<file path="src/rtl/m_lsu_pkg.sv">
// Shared definitions for the M-stage load/store unit: DM opcodes, FSM states,
// exception codes and the alignment rule.
package m_lsu_pkg;

    localparam logic [2:0] DM_W  = 3'd0;
    localparam logic [2:0] DM_H  = 3'd1;
    localparam logic [2:0] DM_HU = 3'd2;
    localparam logic [2:0] DM_B  = 3'd3;
    localparam logic [2:0] DM_BU = 3'd4;

    localparam logic [4:0] EXC_ADEL = 5'd4;
    localparam logic [4:0] EXC_ADES = 5'd5;

    typedef enum logic [1:0] {
        ST_IDLE = 2'd0,
        ST_REQ  = 2'd1,
        ST_DONE = 2'd2
    } lsu_state_e;

    // Unknown opcodes fall back to word rules so they can never slip past as bytes.
    function automatic logic is_aligned(input logic [2:0] op, input logic [1:0] a);
        case (op)
            DM_H, DM_HU: is_aligned = ~a[0];
            DM_B, DM_BU: is_aligned = 1'b1;
            default:     is_aligned = (a == 2'b00);
        endcase
    endfunction

endpackage

</file>
<file path="src/rtl/m_lsu_align.sv">
// Combinational lane logic: byte enables and replicated write data for stores,
// lane extraction with sign/zero extension for loads.
module m_lsu_align
    import m_lsu_pkg::*;
(
    input  logic [2:0]  dm_op,
    input  logic [1:0]  a,
    input  logic [31:0] wd,
    input  logic [31:0] rdata,
    output logic [3:0]  be,
    output logic [31:0] wdata,
    output logic [31:0] rd
);

    logic [7:0]  lane_byte [4];
    logic [15:0] lane_half [2];
    logic [7:0]  sel_byte;
    logic [15:0] sel_half;

    generate
        for (genvar gi = 0; gi < 4; gi++) begin : g_byte
            assign lane_byte[gi] = rdata[8*gi +: 8];
        end
        for (genvar gi = 0; gi < 2; gi++) begin : g_half
            assign lane_half[gi] = rdata[16*gi +: 16];
        end
    endgenerate

    assign sel_byte = lane_byte[a];
    assign sel_half = lane_half[a[1]];

    // The unsigned variants only change load extension; stores treat hu/bu as h/b.
    always_comb begin
        be    = 4'b1111;
        wdata = wd;
        rd    = rdata;
        case (dm_op)
            DM_H, DM_HU: begin
                be    = a[1] ? 4'b1100 : 4'b0011;
                wdata = {2{wd[15:0]}};
                rd    = (dm_op == DM_H) ? {{16{sel_half[15]}}, sel_half} : {16'h0000, sel_half};
            end
            DM_B, DM_BU: begin
                be    = 4'b0001 << a;
                wdata = {4{wd[7:0]}};
                rd    = (dm_op == DM_B) ? {{24{sel_byte[7]}}, sel_byte} : {24'h00_0000, sel_byte};
            end
            default: ;
        endcase
    end

endmodule

</file>
<file path="src/rtl/m_lsu.sv">
// M-stage load/store unit: turns a pipeline access into one req/ack bus
// transaction, stalls until it completes, and reports address/bus errors.
module m_lsu
    import m_lsu_pkg::*;
#(
    parameter logic [31:0] ADDR_LIMIT     = 32'h0000_2FFF,
    parameter int          TIMEOUT_CYCLES = 255
) (
    input  logic        clk,
    input  logic        reset,
    input  logic [31:0] pc,
    input  logic        valid_in,
    input  logic        mem_rd,
    input  logic        mem_wr,
    input  logic [2:0]  dm_op,
    input  logic [31:0] addr,
    input  logic [31:0] wd,
    output logic        stall,
    output logic        done,
    output logic [31:0] rd,
    output logic        exc_adel,
    output logic        exc_ades,
    output logic        bus_err,
    output logic [31:0] exc_pc,
    output logic        bus_req,
    output logic        bus_we,
    output logic [31:0] bus_addr,
    output logic [3:0]  bus_be,
    output logic [31:0] bus_wdata,
    input  logic        bus_ack,
    input  logic [31:0] bus_rdata
);

    localparam int CNT_W = (TIMEOUT_CYCLES > 1) ? $clog2(TIMEOUT_CYCLES) : 1;
    localparam logic [CNT_W-1:0] CNT_LAST = CNT_W'(TIMEOUT_CYCLES - 1);

    lsu_state_e       state_reg, state_next;
    logic [CNT_W-1:0] cnt_reg, cnt_next;
    logic [2:0]       op_reg, op_next;
    logic [1:0]       a_reg, a_next;

    logic        done_reg, done_next;
    logic [31:0] rd_reg, rd_next;
    logic        adel_reg, adel_next;
    logic        ades_reg, ades_next;
    logic        err_reg, err_next;
    logic [31:0] exc_pc_reg, exc_pc_next;
    logic        req_reg, req_next;
    logic        we_reg, we_next;
    logic [31:0] baddr_reg, baddr_next;
    logic [3:0]  be_reg, be_next;
    logic [31:0] wdata_reg, wdata_next;

    logic        access;
    logic        legal;
    logic [2:0]  al_op;
    logic [1:0]  al_a;
    logic [3:0]  al_be;
    logic [31:0] al_wdata;
    logic [31:0] al_rd;

    assign access = valid_in & (mem_rd | mem_wr);
    assign legal  = is_aligned(dm_op, addr[1:0]) && (addr <= ADDR_LIMIT);

    // One lane block serves both phases: store lanes from live inputs in IDLE,
    // load extraction from the latched opcode/offset while waiting for ack.
    assign al_op = (state_reg == ST_REQ) ? op_reg : dm_op;
    assign al_a  = (state_reg == ST_REQ) ? a_reg  : addr[1:0];

    m_lsu_align u_align (
        .dm_op (al_op),
        .a     (al_a),
        .wd    (wd),
        .rdata (bus_rdata),
        .be    (al_be),
        .wdata (al_wdata),
        .rd    (al_rd)
    );

    assign stall = ((state_reg == ST_IDLE) & access) | (state_reg == ST_REQ);

    always_comb begin
        state_next  = state_reg;
        cnt_next    = cnt_reg;
        op_next     = op_reg;
        a_next      = a_reg;
        done_next   = 1'b0;
        adel_next   = 1'b0;
        ades_next   = 1'b0;
        err_next    = 1'b0;
        rd_next     = rd_reg;
        exc_pc_next = exc_pc_reg;
        req_next    = req_reg;
        we_next     = we_reg;
        baddr_next  = baddr_reg;
        be_next     = be_reg;
        wdata_next  = wdata_reg;
        case (state_reg)
            ST_IDLE: begin
                if (access) begin
                    exc_pc_next = pc;
                    if (legal) begin
                        state_next = ST_REQ;
                        cnt_next   = '0;
                        req_next   = 1'b1;
                        we_next    = mem_wr;
                        baddr_next = {addr[31:2], 2'b00};
                        be_next    = al_be;
                        wdata_next = al_wdata;
                        op_next    = dm_op;
                        a_next     = addr[1:0];
                    end else begin
                        state_next = ST_DONE;
                        done_next  = 1'b1;
                        adel_next  = ~mem_wr;
                        ades_next  = mem_wr;
                        rd_next    = '0;
                    end
                end
            end
            ST_REQ: begin
                if (bus_ack) begin
                    state_next = ST_DONE;
                    req_next   = 1'b0;
                    done_next  = 1'b1;
                    rd_next    = we_reg ? 32'h0 : al_rd;
                end else if (cnt_reg == CNT_LAST) begin
                    state_next = ST_DONE;
                    req_next   = 1'b0;
                    done_next  = 1'b1;
                    err_next   = 1'b1;
                    rd_next    = '0;
                end else begin
                    cnt_next = cnt_reg + CNT_W'(1);
                end
            end
            ST_DONE: begin
                state_next = ST_IDLE;
                cnt_next   = '0;
            end
            default: state_next = ST_IDLE;
        endcase
    end

    always_ff @(posedge clk or negedge reset) begin
        if (!reset) begin
            state_reg  <= ST_IDLE;
            cnt_reg    <= '0;
            op_reg     <= DM_W;
            a_reg      <= 2'b00;
            done_reg   <= 1'b0;
            rd_reg     <= '0;
            adel_reg   <= 1'b0;
            ades_reg   <= 1'b0;
            err_reg    <= 1'b0;
            exc_pc_reg <= '0;
            req_reg    <= 1'b0;
            we_reg     <= 1'b0;
            baddr_reg  <= '0;
            be_reg     <= '0;
            wdata_reg  <= '0;
        end else begin
            state_reg  <= state_next;
            cnt_reg    <= cnt_next;
            op_reg     <= op_next;
            a_reg      <= a_next;
            done_reg   <= done_next;
            rd_reg     <= rd_next;
            adel_reg   <= adel_next;
            ades_reg   <= ades_next;
            err_reg    <= err_next;
            exc_pc_reg <= exc_pc_next;
            req_reg    <= req_next;
            we_reg     <= we_next;
            baddr_reg  <= baddr_next;
            be_reg     <= be_next;
            wdata_reg  <= wdata_next;
        end
    end

    assign done      = done_reg;
    assign rd        = rd_reg;
    assign exc_adel  = adel_reg;
    assign exc_ades  = ades_reg;
    assign bus_err   = err_reg;
    assign exc_pc    = exc_pc_reg;
    assign bus_req   = req_reg;
    assign bus_we    = we_reg;
    assign bus_addr  = baddr_reg;
    assign bus_be    = be_reg;
    assign bus_wdata = wdata_reg;

endmodule

</file>
<file path="config.mk">
export PLATFORM = sky130hd
export DESIGN_NAME = m_lsu
export DESIGN_NICKNAME = d
export VERILOG_FILES = /design/src/rtl/m_lsu_pkg.sv /design/src/rtl/m_lsu_align.sv /design/src/rtl/m_lsu.sv
export SDC_FILE = /design/constraint.sdc
export NUM_CORES = 1
export LEC_CHECK = 0
export BUFFER_PORTS_ARGS = -buffer_cell sky130_fd_sc_hd__clkbuf_2
export CAP_MARGIN = 10
export CORE_MARGIN = 2
export CORE_UTILIZATION = 49
export CTS_CLUSTER_SIZE = 14
export DETAILED_ROUTE_END_ITERATION = 7
export PLACE_DENSITY = 0.81
export SYNTH_ARGS = -nofsm -noshare
export SYNTH_HDL_FRONTEND = slang
export SYNTH_SLANG_ARGS = --single-unit
export TNS_END_PERCENT = 100
</file>
<file path="constraint.sdc">
create_clock -name clk -period 2.85 [get_ports clk]
set_input_delay 0.1425 -clock clk [delete_from_list [all_inputs] [get_ports clk]]
set_output_delay 0.1425 -clock clk [all_outputs]
set_load 0.02 [all_outputs]
</file>
# [Yosys cells after proc, flatten, opt, wreduce, memory -nomap -nowiden]
# Cells that the tools add are included.
[classes] n_eq_ne=17 bitwise_logic=8 muxes=49 addsub=1 shift=1 n_lt_le_gt_ge=3 n_reduce_logical=15
[ops] cell="$mux W32" count=7
[ops] cell="$pmux W32 S2" count=3
[ops] cell="$mux W16" count=3
[ops] cell="$mux W8" count=6
[ops] cell="$le A32 B14 Y1 const B" count=1
[ops] cell="$pmux W8 S3" count=1
[ops] cell="$bmux W8 S2" count=1
[ops] cell="$mux W1" count=16
[ops] cell="$eq A3 B2 Y1 const B" count=4
[ops] cell="$mux W2" count=5
[ops] cell="$ne A2 B2 Y1 const B" count=5
[ops] cell="$add A8 B1 Y8 const B" count=1
[ops] cell="$eq A8 B8 Y1 const B" count=1
[ops] cell="$pmux W4 S2" count=1
[ops] cell="$reduce_and A4 Y1" count=2
[ops] cell="$reduce_or A2 Y1" count=4
[ops] cell="$eq A3 B1 Y1 const B" count=2
[ops] cell="$eq A3 B3 Y1 const B" count=2
[ops] cell="$pmux W1 S2" count=3
[ops] cell="$reduce_and A5 Y1" count=1
[ops] cell="$logic_not A2 Y1" count=2
[ops] cell="$mux W4" count=1
[ops] cell="$pmux W2 S2" count=1
[ops] cell="$reduce_and A2 Y1" count=2
[ops] cell="16 further kinds" count=19
[totals] wordCells=109 ff_bits=151

# [Depth between registers and ports, before layout]
# Gate-level depths: netlist (run 1).
[logic_depth] depth_word=11 ltp_mapped=11

# [By module]
# A second synthesis (run 1) with hierarchy kept.
[unflattened] cells_unflattened=645 area_unflattened_um2=6914.1
[modules_own_cells] module="m_lsu" area_each_um2=5795.6 seq_area_each_um2=3778.6 cells_per_inst=465 n_inst=1
[modules_own_cells] module="m_lsu_align" area_each_um2=1118.6 seq_area_each_um2=0.0 cells_per_inst=180 n_inst=1

# [Worst setup path after synthesis (run 1)]
# Ideal clock, no wire load.
[synth_path] kind="flip-flop to flip-flop" startpoint="register state_reg[1]" endpoint="register rd_reg[2] (netlist: rd[2])" setup_ns=0.128 path_slack_ns=0.681 synth_period_minus_slack_ns=2.169 required_time_ns=2.722 path_stages_with_launch=8 arrival_time_ns=2.041 cell_sequence="dfrtp_1 nand2b_1 buf_4 a21boi_2 buf_4 mux4_2 a221oi_1 o2bb2ai_1"
[synth_via] elab_chain_cells=11 elab_cells_between_ends=29 classes_between="eq/ne: 8; mux: 14; bitwise: 2; reduce/logical: 5"
[synth_lines] element="start, declared" line_no="m_lsu.sv:37" text="lsu_state_e state_reg, state_next;"
[synth_lines] element="start signal, assigned" line_no="m_lsu.sv:163" text="state_reg <= state_next;"
[synth_lines] element="$eq A2 B1 Y1" line_no="m_lsu.sv:67, m_lsu.sv:68, m_lsu.sv:98"
[synth_lines] element="$mux W2" line_no="m_lsu.sv:68" text="assign al_a = (state_reg == ST_REQ) ? a_reg : addr[1:0];"
[synth_lines] element="$not A2 Y3 (implied by the code) or $not A1 Y2 (tied branches)" line_no="m_lsu_align.sv:29, m_lsu_align.sv:30"
[synth_lines] element="$bmux W8 S2 or $mux W16 (tied branches)" line_no="m_lsu_align.sv:29, m_lsu_align.sv:30"
[synth_lines] element="$mux W8 (implied by the code) or $mux W16 (tied branches) (2 in a row)" line_no="m_lsu_align.sv:29, m_lsu_align.sv:30"
[synth_lines] element="$mux W32 (on tied branches)" line_no="m_lsu_align.sv:46, m_lsu_align.sv:41"
[synth_lines] element="$pmux W32 S2" line_no="m_lsu_align.sv:37" text="case (dm_op)"
[synth_lines] element="$mux W32" line_no="m_lsu.sv:126" text="rd_next = we_reg ? 32'h0 : al_rd;"
[synth_lines] element="$mux W32" line_no="m_lsu.sv:122" text="if (bus_ack) begin"
[synth_lines] element="$pmux W32 S2" line_no="m_lsu.sv:98" text="case (state_reg)"
[synth_lines] element="end signal, assigned" line_no="m_lsu.sv:168" text="rd_reg <= rd_next;"
[synth_lines] element="end, declared" line_no="m_lsu.sv:43" text="logic [31:0] rd_reg, rd_next;"
# Several ways; a longest one is shown, not always the timed one. The select of a mux whose other input is x is not followed.
# A chain may end at the register's enable or synchronous reset.

# [Worst setup path in the final report (run 1)]
[layout_path] startpoint="register state_reg[0]" endpoint="register wdata_reg[29] (netlist: bus_wdata[29])"
[layout_via] elab_chain_cells=5 elab_cells_between_ends=11 classes_between="eq/ne: 5; mux: 2; reduce/logical: 4"
[layout_lines] element="$eq A2 B1 Y1" line_no="m_lsu.sv:67" text="assign al_op = (state_reg == ST_REQ) ? op_reg : dm_op;"
[layout_lines] element="$mux W3" line_no="m_lsu.sv:67"
[layout_lines] element="$eq A3 B3 Y1 (tied with other cells)" line_no="m_lsu_align.sv:37"
[layout_lines] element="$reduce_or A2 Y1" line_no="m_lsu_align.sv:37"
[layout_lines] element="$pmux W32 S2" line_no="m_lsu_align.sv:37"
[layout_lines] element="end signal, assigned" line_no="m_lsu.sv:177" text="wdata_reg <= wdata_next;"
[layout_lines] element="end, declared" line_no="m_lsu.sv:52" text="logic [31:0] wdata_reg, wdata_next;"
# Several ways; a longest one is shown, not always the timed one.

==> results of run 1 <==
## placed cells by master, fill, tap and decap left out, drive strengths merged, types with 8 or more instances in the layout
cell,instances
nand2,41
a221o,8
clkbuf,293
nor2,60
mux2,60
dlygate4sd3,68
nor2b,19
buf,23
o21ai,22
a21oi,38
a221oi,15
and2,9
a31oi,19
inv,12
dfrtp,151
o2bb2ai,24
## metrics by stage
| step | hold WS, ns | utilization (%) | cell area, µm² | setup WS, ns |
|---|---|---|---|---|
| finish | 0.0165 | 70.6 | 9760 | 0.270 |
| global route | 0.0178 | 70.6 | 9760 | 0.0876 |
| CTS | 0.000809 | 70.4 | 9730 | 0.160 |
| detailed placement | 0.137 | 61.1 | 8450 | 0.207 |
| global placement | 0.139 | 61.1 | 8450 | 0.359 |
| floorplan | -0.153 | - | 6930 | 0.681 |
## path summary, 6_finish.rpt
| path | end | from |
|---|---|---|
| worst max-delay path | bus_wdata[29] | state_reg[0] |
| worst max register to register | bus_wdata[29] | state_reg[0] |
| max in group asynchronous | bus_wdata[28] | reset |
| worst min register to register | rd[25] | rd[25] |
| min in group asynchronous | exc_pc[17] | reset |
| worst min-delay path | rd[28] | bus_rdata[28] |
## cells by family (layout without fill, tap and decap cells)
group,Yosys count,after routing
DFF,151,151
AOI/OAI and AO/OA,152,152
and+or+nand+nor,161,161
other,1,2
xor gates and xnor gates,3,3
buffers and inverters,50,406
muxes,72,72
adders and majority gates,3,3
## power by group
group	total, µW	switching, µW	leakage (µW)	internal [µW]
clock	2300	896	0.000284	1400
combinational	789	448	0.00262	341
sequential	2280	54.8	0.00203	2230
## layer usage
metal	routed length [µm]	vias up
met5	0	-
met4	536	0
met3	1750	49
met2	10600	326
met1	8140	3041
li1	-	2839
## cell type report
cell class | instances | area (µm²) | share of cell area [%]
tap | 180 | 225 | 2.31
timing repair buffer | 363 | 2260 | 23.1
multi-input combinational | 393 | 2860 | 29.3
inverter | 11 | 41.3 | 0.423
clock inverter | 11 | 149 | 1.53
sequential | 151 | 3780 | 38.7
clock buffer | 21 | 450 | 4.62
## timing repair
item	CTS	global route
endpoints found under the setup margin	0	5
hold buffers	68	0
endpoints found under the hold margin	121	0
buffers inserted	0	3
## critical path: stages (launching register included)
cell and delay (ns):
dfrtp_1 0.51, nor2b_4 0.37, mux2i_2 0.27, buf_4 0.21, o22ai_2 0.09, buf_4 0.24
nor2_4 0.41, a221oi_1 0.16, a21oi_1 0.22
==> results by group, run 1 <==
Run status
  – Status: complete, no violations

Logic synthesis
  – Post-Syn Area: 0.00693 mm²
  – Synth Area in Compound Gates: 15.9%
  – Most frequent cell after synthesis: dfrtp_1
  – Simple-gate area share of the yosys netlist: 11.3%
  – Mux cell area share after synthesis: 13.0%
  – Synth warnings: 0
  – Post-synth top cells: 151 x dfrtp_1, 59 x mux2_2, 57 x nor2_1
  – Post-Syn Area per Cell: 11.7 µm²
  – Syn Inst Count: 593
  – Synth top area share: 54.6%
  – Post-synthesis register bit count: 151
  – Main synth FF type: dfrtp_1
  – Post-synth top area cell: dfrtp_1
  – Seq/Total Area, Yosys: 54.6%
  – Yosys cell types: 62
  – Async set or reset register ratio after synthesis: 100%
  – Post-synth EDFFs: 0
  – Adder-Cell Fraction of Synth Area: 0.506%
  – Top cells by area, synth: dfrtp_1 55%, mux2_2 9.6%, nor2_1 3.1%
  – Main combinational cell family by area after synthesis: compound AO/OA/AOI/OAI gates
  – Post-synthesis xor/xnor area fraction: 0.379%

Pwr
  – Max IR drop VDD: 424 µV
  – Pleak: 0.00493 µW
  – PwrDens: 551 mW/mm²
  – Power Total: 5370 µW

Drt
  – Final WL: 21.0 mm
  – DRT antenna net count: 0
  – TritonRoute pass-1 iters: 5
  – Routed WL per cell: 18.6 µm
  – Via count: 6255
  – Vias/cell: 5.54
  – Initial DRC Count: 411
  – DRC Markers: 0

Worst hold path
  – Worst Hold Depth: 3
  – Min-delay worst type: input port to flip-flop

Cells and area
  – Area grow syn2layout: 40.9%
  – Ant diodes: 0
  – Share of cells above drive strength 1: 43.6%
  – Non-filler cells, final: 1130
  – FILL cells: 982
  – # nets final: 1076

GRT
  – Most Used Layer, Global Route: met2
  – Largest net degree at the start of global routing: 58
  – GRT Util Overall: 28.5%
  – Grt ovf: 0
  – GR Util met3: 7.47%
  – First-pass GRT wire length: 32.8 mm
  – GRT met2 Usage: 46.8%
  – Vias in the first global route: 6225
  – Initial antenna violation count: 0
  – GRT met1 Usage: 36.0%

Floorplan
  – Die width: 123 µm
  – CORE AREA: 0.0138 mm²
  – # IOs: 276
  – Die area: 0.0151 mm²
  – Die Span Y: 123 µm
  – Std cell rows: 43
  – Initial Utilization: 50.1%

Timing
  – Hold Violations, Final: 0
  – Crit path time final: 2.58 ns
  – Final setup viols: 0
  – Count of pins over their slew limit: 0
  – Achievable clock frequency: 388 MHz
  – Slew Limit Headroom: 51.5%
  – Clock skew: 0.00986 ns
  – Fin Setup TNS: 0 ns
  – Final period util: 90.5%
  – Worst-margin pin slew: 0.720 ns
  – RSZ-0062 raised after global routing: false

Setup path
  – Worst Path Max Fanout: 25
  – Reg2reg setup slack: 0.27 ns
  – Worst EP arrival: 2.90 ns
  – Worst Setup End Kind: flip-flop
  – CP required: 3.17 ns
  – Startpoint types: flip-flop
  – Worst reg-to-reg path cell count: 8
  – Setup CP Type: flip-flop to flip-flop

Clock tree
  – Worst skew pair latency: 0.42 ns
  – Clk sink count: 151
  – CTS tree: built
  – H-tree Lvls: 4
  – CTS buffer count: 17
  – Cts repair resizes: 0
  – Clk buf depth: 2
  – CTS clk-pin slew, worst paths: 0.06 ns
  – Clk root buf: clkbuf_16

Placement
  – Post-DP HPWL: 13.9 mm
  – Routability-driven placement congestion ratio: 0.919
  – IO Port Bufs: 273
  – Placed cell count: 1027

Flow run
  – Max_cap viols: 0
Note: power is estimated with default switching activity, not from simulation.
==> inputs of run 2 (changes only) <==
CORE_UTILIZATION = 38   (was 49)
PLACE_DENSITY = 0.65   (was 0.81)
==> results by group, run 2 (synthesized netlist as in run 1, its figures left out) <==
Run status
  – Status: complete, no violations

Timing
  – Slew Limit Headroom: 54.5% (+3.0 points)
  – Fin Setup TNS: 0 ns (unchanged)
  – Final period util: 89.2% (-1.3 points)
  – Clock skew: 0.0124 ns (+0.00256 ns)
  – RSZ-0062 raised after global routing: false
  – Hold Violations, Final: 0 (unchanged)
  – Final setup viols: 0 (unchanged)
  – Achievable clock frequency: 393 MHz (+1.5%)
  – Hold Slack: 0.0109 ns (-0.00563 ns)
  – Worst-margin pin slew: 0.675 ns (-0.0451 ns)
  – Crit path time final: 2.54 ns (-0.0375 ns)
  – Count of pins over their slew limit: 0 (unchanged)

Drt
  – Initial DRC Count: 330 (-20%)
  – Final WL: 20.6 mm (-2.0%)
  – Routed WL per cell: 17.6 µm (-5.3%)
  – TritonRoute pass-1 iters: 5 (unchanged)
  – Via count: 6122 (-2.1%)
  – DRC Markers: 0 (unchanged)
  – DRT antenna net count: 0 (unchanged)
  – Vias/cell: 5.23 (-5.5%)

Placement
  – Routability-driven placement congestion ratio: 0.877 (-4.5%)
  – IO Port Bufs: 273 (unchanged)
  – Placed Area: 0.00849 mm² (+0.41%)
  – Post-DP HPWL: 14.2 mm (+2.0%)

Clock tree
  – Clk buf depth: 2 (unchanged)
  – Worst skew pair latency: 0.43 ns (about the same)
  – H-tree Lvls: 4 (unchanged)
  – Clk root buf: clkbuf_16
  – Clk sink count: 151 (unchanged)
  – CTS buffer count: 17 (unchanged)
  – CTS tree: built
  – CTS clk-pin slew, worst paths: 0.07 ns (about the same)
  – Cts repair resizes: 0 (unchanged)

Setup path
  – Setup CP Type: flip-flop to flip-flop
  – Worst reg-to-reg path cell count: 6 (-2)
  – Critical R2R Capture: rd[6]
  – Slowest-stage cell, CP: dfrtp_1
  – Reg2reg start: state_reg[0]
  – CP required: 3.16 ns (about the same)
  – Crit-path cells: nor2b_4, mux2i_2, buf_4, mux4_2, a221oi_1, o2bb2ai_1
  – Worst EP arrival: 2.85 ns (-0.05 ns)
  – Worst Path Max Fanout: 15 (-40%)
  – Worst Setup End Kind: flip-flop
  – Worst path max stage delay: 0.50 ns (about the same)
  – Startpoint types: flip-flop
  – Reg2reg setup slack: 0.31 ns (+0.04 ns)

Pwr
  – PwrDens: 571 mW/mm² (+3.7%)
  – Pleak: 0.00492 µW (-0.22%)
  – Max IR drop VDD: 391 µV (-7.8%)

Cells and area
  – Share of cells above drive strength 1: 43.4% (-0.17 points)
  – Commonest cells after routing, fill and taps aside: 272 x clkbuf_2, 151 x dfrtp_1, 67 x dlygate4sd3_1
  – Final instance area: 0.00982 mm² (+0.63%)
  – Area grow syn2layout: 41.7%
  – # nets final: 1068 (-0.74%)
  – Commonest non-fill, non-tap cell in the layout: clkbuf_2

GRT
  – Grt ovf: 0 (unchanged)
  – GRT Util Overall: 21.4% (-7.2 points)
  – Initial antenna violation count: 2 (+2)
  – First-pass GRT wire length: 33.0 mm (+0.55%)
  – Vias in the first global route: 6219 (-0.096%)
  – Largest net degree at the start of global routing: 64 (+10%)

Floorplan
  – # IOs: 276 (unchanged)
  – CORE AREA: 0.0179 mm² (+29%)
  – Std cell rows: 49 (+14%)
  – Die Span Y: 139 µm (+13%)
  – Initial Utilization: 38.7% (-11 points)
  – Die width: 139 µm (+13%)
  – Die area: 0.0193 mm² (+28%)

Worst hold path
  – Min-delay worst type: input port to flip-flop
  – Hold Path End: bus_wdata[3]
  – Worst Hold Depth: 2 (-1)
  – Hold Startpoint: wd[3]

Flow run
  – Max_cap viols: 0 (unchanged)
run 2: cell count changes in the layout (fill, tap and decap cells not counted):
cell / before / now
buf_4: 19 / 12
bufinv_16: 3 / 6
clkbuf_1: 3 / 1
clkbuf_8: 1 / 0
clkinv_2: 2 / 1
clkinvlp_4: 3 / 2
diode_2: 0 / 1
dlygate4sd3_1: 68 / 67
mux2i_1: 3 / 2
mux2i_2: 1 / 2
run 2: worst max-delay path by stage:
| stage | startpoint | endpoint | slack (ns) | cells past startpoint |
|---|---|---|---|---|
| after CTS | state_reg[0] | rd[6] | 0.32 | 6 |
| final | state_reg[0] | rd[6] | 0.31 | 6 |
| after global routing | state_reg[0] | bus_wdata[25] | 0.07 | 7 |
| after detailed placement | state_reg[0] | rd[6] | 0.31 | 6 |
| after floorplan | state_reg[1] | rd[2] | 0.68 | 7 |
| after global placement | state_reg[0] | rd[7] | 0.40 | 7 |
run 2: metrics by stage:
step	setup slack (ns)	utilization, %	std cells	power, µW
after floorplan	0.681	-	594	2690
after global placement	0.405	47.4	1072	3010
after detailed placement	0.310	47.4	1072	3020
after CTS	0.316	54.8	1169	5640
after global routing	0.0696	54.8	1169	5830
final	0.307	54.8	1170	5610
run 2: repair_timing:
item / 4_1_cts / 5_1_grt
hold buffers: 67 / 0
hold endpoints to repair: 118 / 0
buffers inserted: 0 / 0
run 2: worst max-delay path, delay by kind of cell (launching register included):
family	cells	cell delay, ns
mux	2	0.74
flops	1	0.50
simple gates	1	0.50
compound gates	2	0.40
buf+inv	1	0.29
run 2: final cells by class:
type	count	area, µm²
timing repair buffer	355	2190
inverter	11	41.3
tap	229	287
sequential	151	3780
clock buffer	18	429
antenna	1	2.50
multi-input combinational	393	2860
fill	1547	8080
clock inverter	12	226
run 2: power by group:
group,leakage (µW),switching (µW),internal (µW)
clock network,0.000312,911,1640
logic,0.00258,437,341
registers,0.00203,50.4,2230
total,0.00492,1400,4210
run 2: layer usage:
metal | share of wire [%] | GRT usage [%] | routed length (µm) | vias to the layer above
met5 | 0 | 0 | 0 | -
met4 | 2.6 | 7.66 | 527 | 0
met3 | 7.4 | 6.60 | 1530 | 42
met2 | 47 | 33.8 | 9740 | 286
met1 | 43 | 27.9 | 8780 | 2965
li1 | - | - | - | 2829
==> inputs of run 3 (changes only) <==
GPL_TIMING_DRIVEN = 0   (was not set)
==> results by group, run 3 (synthesized netlist as in run 1, its figures left out) <==
Clock tree
  – Cts repair resizes: 0 (unchanged)
  – CTS tree: built
  – Worst skew pair latency: 0.42 ns (about the same)
  – Clk sink count: 151 (unchanged)
  – CTS buffer count: 17 (unchanged)
  – Clk buf depth: 2 (unchanged)
  – CTS clk-pin slew, worst paths: 0.06 ns (about the same)
  – H-tree Lvls: 4 (unchanged)
  – Post-CTS Setup Repair Bufs: 0 (unchanged)
  – Clk root buf: clkbuf_16
  – Hold buffers post-CTS: 70 (+4.5%)

Worst hold path
  – Min-delay worst type: input port to flip-flop
  – Hold Startpoint: bus_rdata[8]

Cells and area
  – Non-filler cells, final: 1199 (+2.5%)
  – Ant diodes: 0 (-1)
  – FILL cells: 1573 (+1.7%)
  – Commonest cells after routing, fill and taps aside: 272 x clkbuf_2, 151 x dfrtp_1, 70 x dlygate4sd3_1
  – Commonest non-fill, non-tap cell in the layout: clkbuf_2
  – Finished Core Util: 55.4% (+0.59 points)
  – Area grow syn2layout: 43.3%
  – # nets final: 1096 (+2.6%)
  – Share of cells above drive strength 1: 44.1% (+0.72 points)

Placement
  – Placed cell count: 1097 (+2.3%)
  – IO Port Bufs: 273 (unchanged)
  – Worst Setup Slack post-DPL: 0.342 ns (+0.0323 ns)
  – Routability-driven placement congestion ratio: 0.896 (+2.1%)
  – Post-DP HPWL: 15.2 mm (+7.3%)

Timing
  – RSZ-0062 raised after global routing: false
  – Slew Limit Headroom: 30.9% (-24 points)
  – Worst-margin pin slew: 1.03 ns (+0.353 ns)
  – Achievable clock frequency: 399 MHz (+1.3%)
  – Final period util: 88.0% (-1.2 points)
  – Hold Violations, Final: 0 (unchanged)
  – Setup ws final: 0.341 ns (+0.0339 ns)
  – Crit path time final: 2.51 ns (-0.0339 ns)
  – Fin Setup TNS: 0 ns (unchanged)
  – Final setup viols: 0 (unchanged)
  – Count of pins over their slew limit: 0 (unchanged)
  – Clock skew: 0.0104 ns (-0.00204 ns)

Pwr
  – PwrDens: 544 mW/mm² (-4.8%)
  – Pleak: 0.00502 µW (+1.9%)
  – Max IR drop VDD: 376 µV (-3.8%)

Drt
  – Initial DRC Count: 306 (-7.3%)
  – Via count: 6275 (+2.5%)
  – Final WL: 21.4 mm (+4.0%)
  – Routed WL per cell: 17.9 µm (+1.5%)
  – Vias/cell: 5.23 (about the same)
  – DRC Markers: 0 (unchanged)
  – DRT antenna net count: 0 (unchanged)
  – TritonRoute pass-1 iters: 5 (unchanged)

Setup path
  – Worst Setup End Kind: flip-flop
  – Crit-path cells: nand2b_1, buf_4, a21boi_2, buf_4, mux4_2, a221oi_1, o2bb2ai_1
  – Worst path max stage delay: 0.51 ns (about the same)
  – Crit-path most repeated cell: buf_4
  – Startpoint types: flip-flop
  – Worst Path Max Fanout: 10 (-5)
  – Slowest-stage cell, CP: mux4_2
  – Worst path top cell family by delay: compound AO/OA/AOI/OAI gates
  – Setup CP Type: flip-flop to flip-flop
  – Worst Setup SP: state_reg[1]
  – Worst EP arrival: 2.80 ns (-0.05 ns)
  – Reg2reg start: state_reg[1]
  – CP required: 3.15 ns (about the same)
  – CP Buf/Inv Count: 2 (+1)

Floorplan
  – Die area: 0.0193 mm² (unchanged)
  – Die Span Y: 139 µm (unchanged)
  – Die width: 139 µm (unchanged)
  – # IOs: 276 (unchanged)
  – CORE AREA: 0.0179 mm² (unchanged)
  – Std cell rows: 49 (unchanged)
  – Initial Utilization: 38.7% (unchanged)

Flow run
  – Max_cap viols: 0 (unchanged)

GRT
  – Vias in the first global route: 6388 (+2.7%)
  – Grt ovf: 0 (unchanged)
  – First-pass GRT wire length: 33.9 mm (+2.8%)
  – Initial antenna violation count: 1 (-1)
  – GRT Util Overall: 22.1% (+0.72 points)
  – Largest net degree at the start of global routing: 81 (+27%)

Run status
  – Status: complete, no violations
## run 3: cell count changes in the layout (fill, tap and decap cells not counted), moves of 2 or more
cell | previous run | this run
buf_2 | 0 | 13
clkbuf_8 | 0 | 2
inv_8 | 0 | 2
buf_12 | 3 | 0
bufinv_16 | 6 | 2
buf_4 | 12 | 15
dlygate4sd3_1 | 67 | 70
buf_6 | 1 | 5
inv_6 | 1 | 5
clkbuf_1 | 1 | 4
buf_1 | 0 | 2
## run 3: final timing paths
path / endpoint / slack [ns] / cells past startpoint
setup / recovery: rd[4] / 0.34 / 7
hold / removal: rd[8] / 0.03 / 2
setup reg to reg: rd[4] / 0.34 / 7
hold reg to reg: rd[29] / 0.49 / 1
max in group asynchronous: bus_wdata[1] / 1.74 / 3
min in group asynchronous: exc_pc[24] / 0.30 / 2
## run 3: through the flow
| stage | cell area [µm²] | total power (µW) | hold slack (ns) |
|---|---|---|---|
| 2_1_floorplan | 6930 | 2690 | -0.153 |
| 3_3_place_gp | 8580 | 3010 | 0.341 |
| 3_5_place_dp | 8620 | 3030 | 0.195 |
| 4_1_cts | 9920 | 5440 | 0.00647 |
| 5_1_grt | 9920 | 5620 | 0.0340 |
| 6_report | 9920 | 5390 | 0.0306 |
## run 3: where the power goes
group	internal, µW	switching [µW]	total (µW)
registers	2230	48.9	2280
clock network	1340	979	2320
logic	350	448	798
total	3920	1480	5390
## run 3: routing by layer
metal	vias up	wire, µm	GRT usage [%]
met1	3075	9150	29.0
met5	-	0	0
met4	0	354	5.95
met3	30	1630	6.91
li1	2885	-	-
met2	285	10300	35.6
## run 3: layout make-up
| cell class | count | area, µm² | share of cell area (%) |
|---|---|---|---|
| Sequential cell | 151 | 3780 | 38.1 |
| Tap cell | 229 | 287 | 2.89 |
| Buffer | 39 | 256 | 2.58 |
| Inverter | 11 | 41.3 | 0.416 |
| Timing Repair Buffer | 344 | 2100 | 21.2 |
| Clock buffer | 18 | 439 | 4.43 |
| Clock inverter | 14 | 164 | 1.65 |
| Multi-Input combinational cell | 393 | 2850 | 28.8 |
## run 3: worst reg2reg max path, delay by kind of cell, from the launching register on
family	cells	cell delay [ns]
compound gates	3	0.75
mux	1	0.51
flops	1	0.50
buf+inv	2	0.44
simple gates	1	0.20
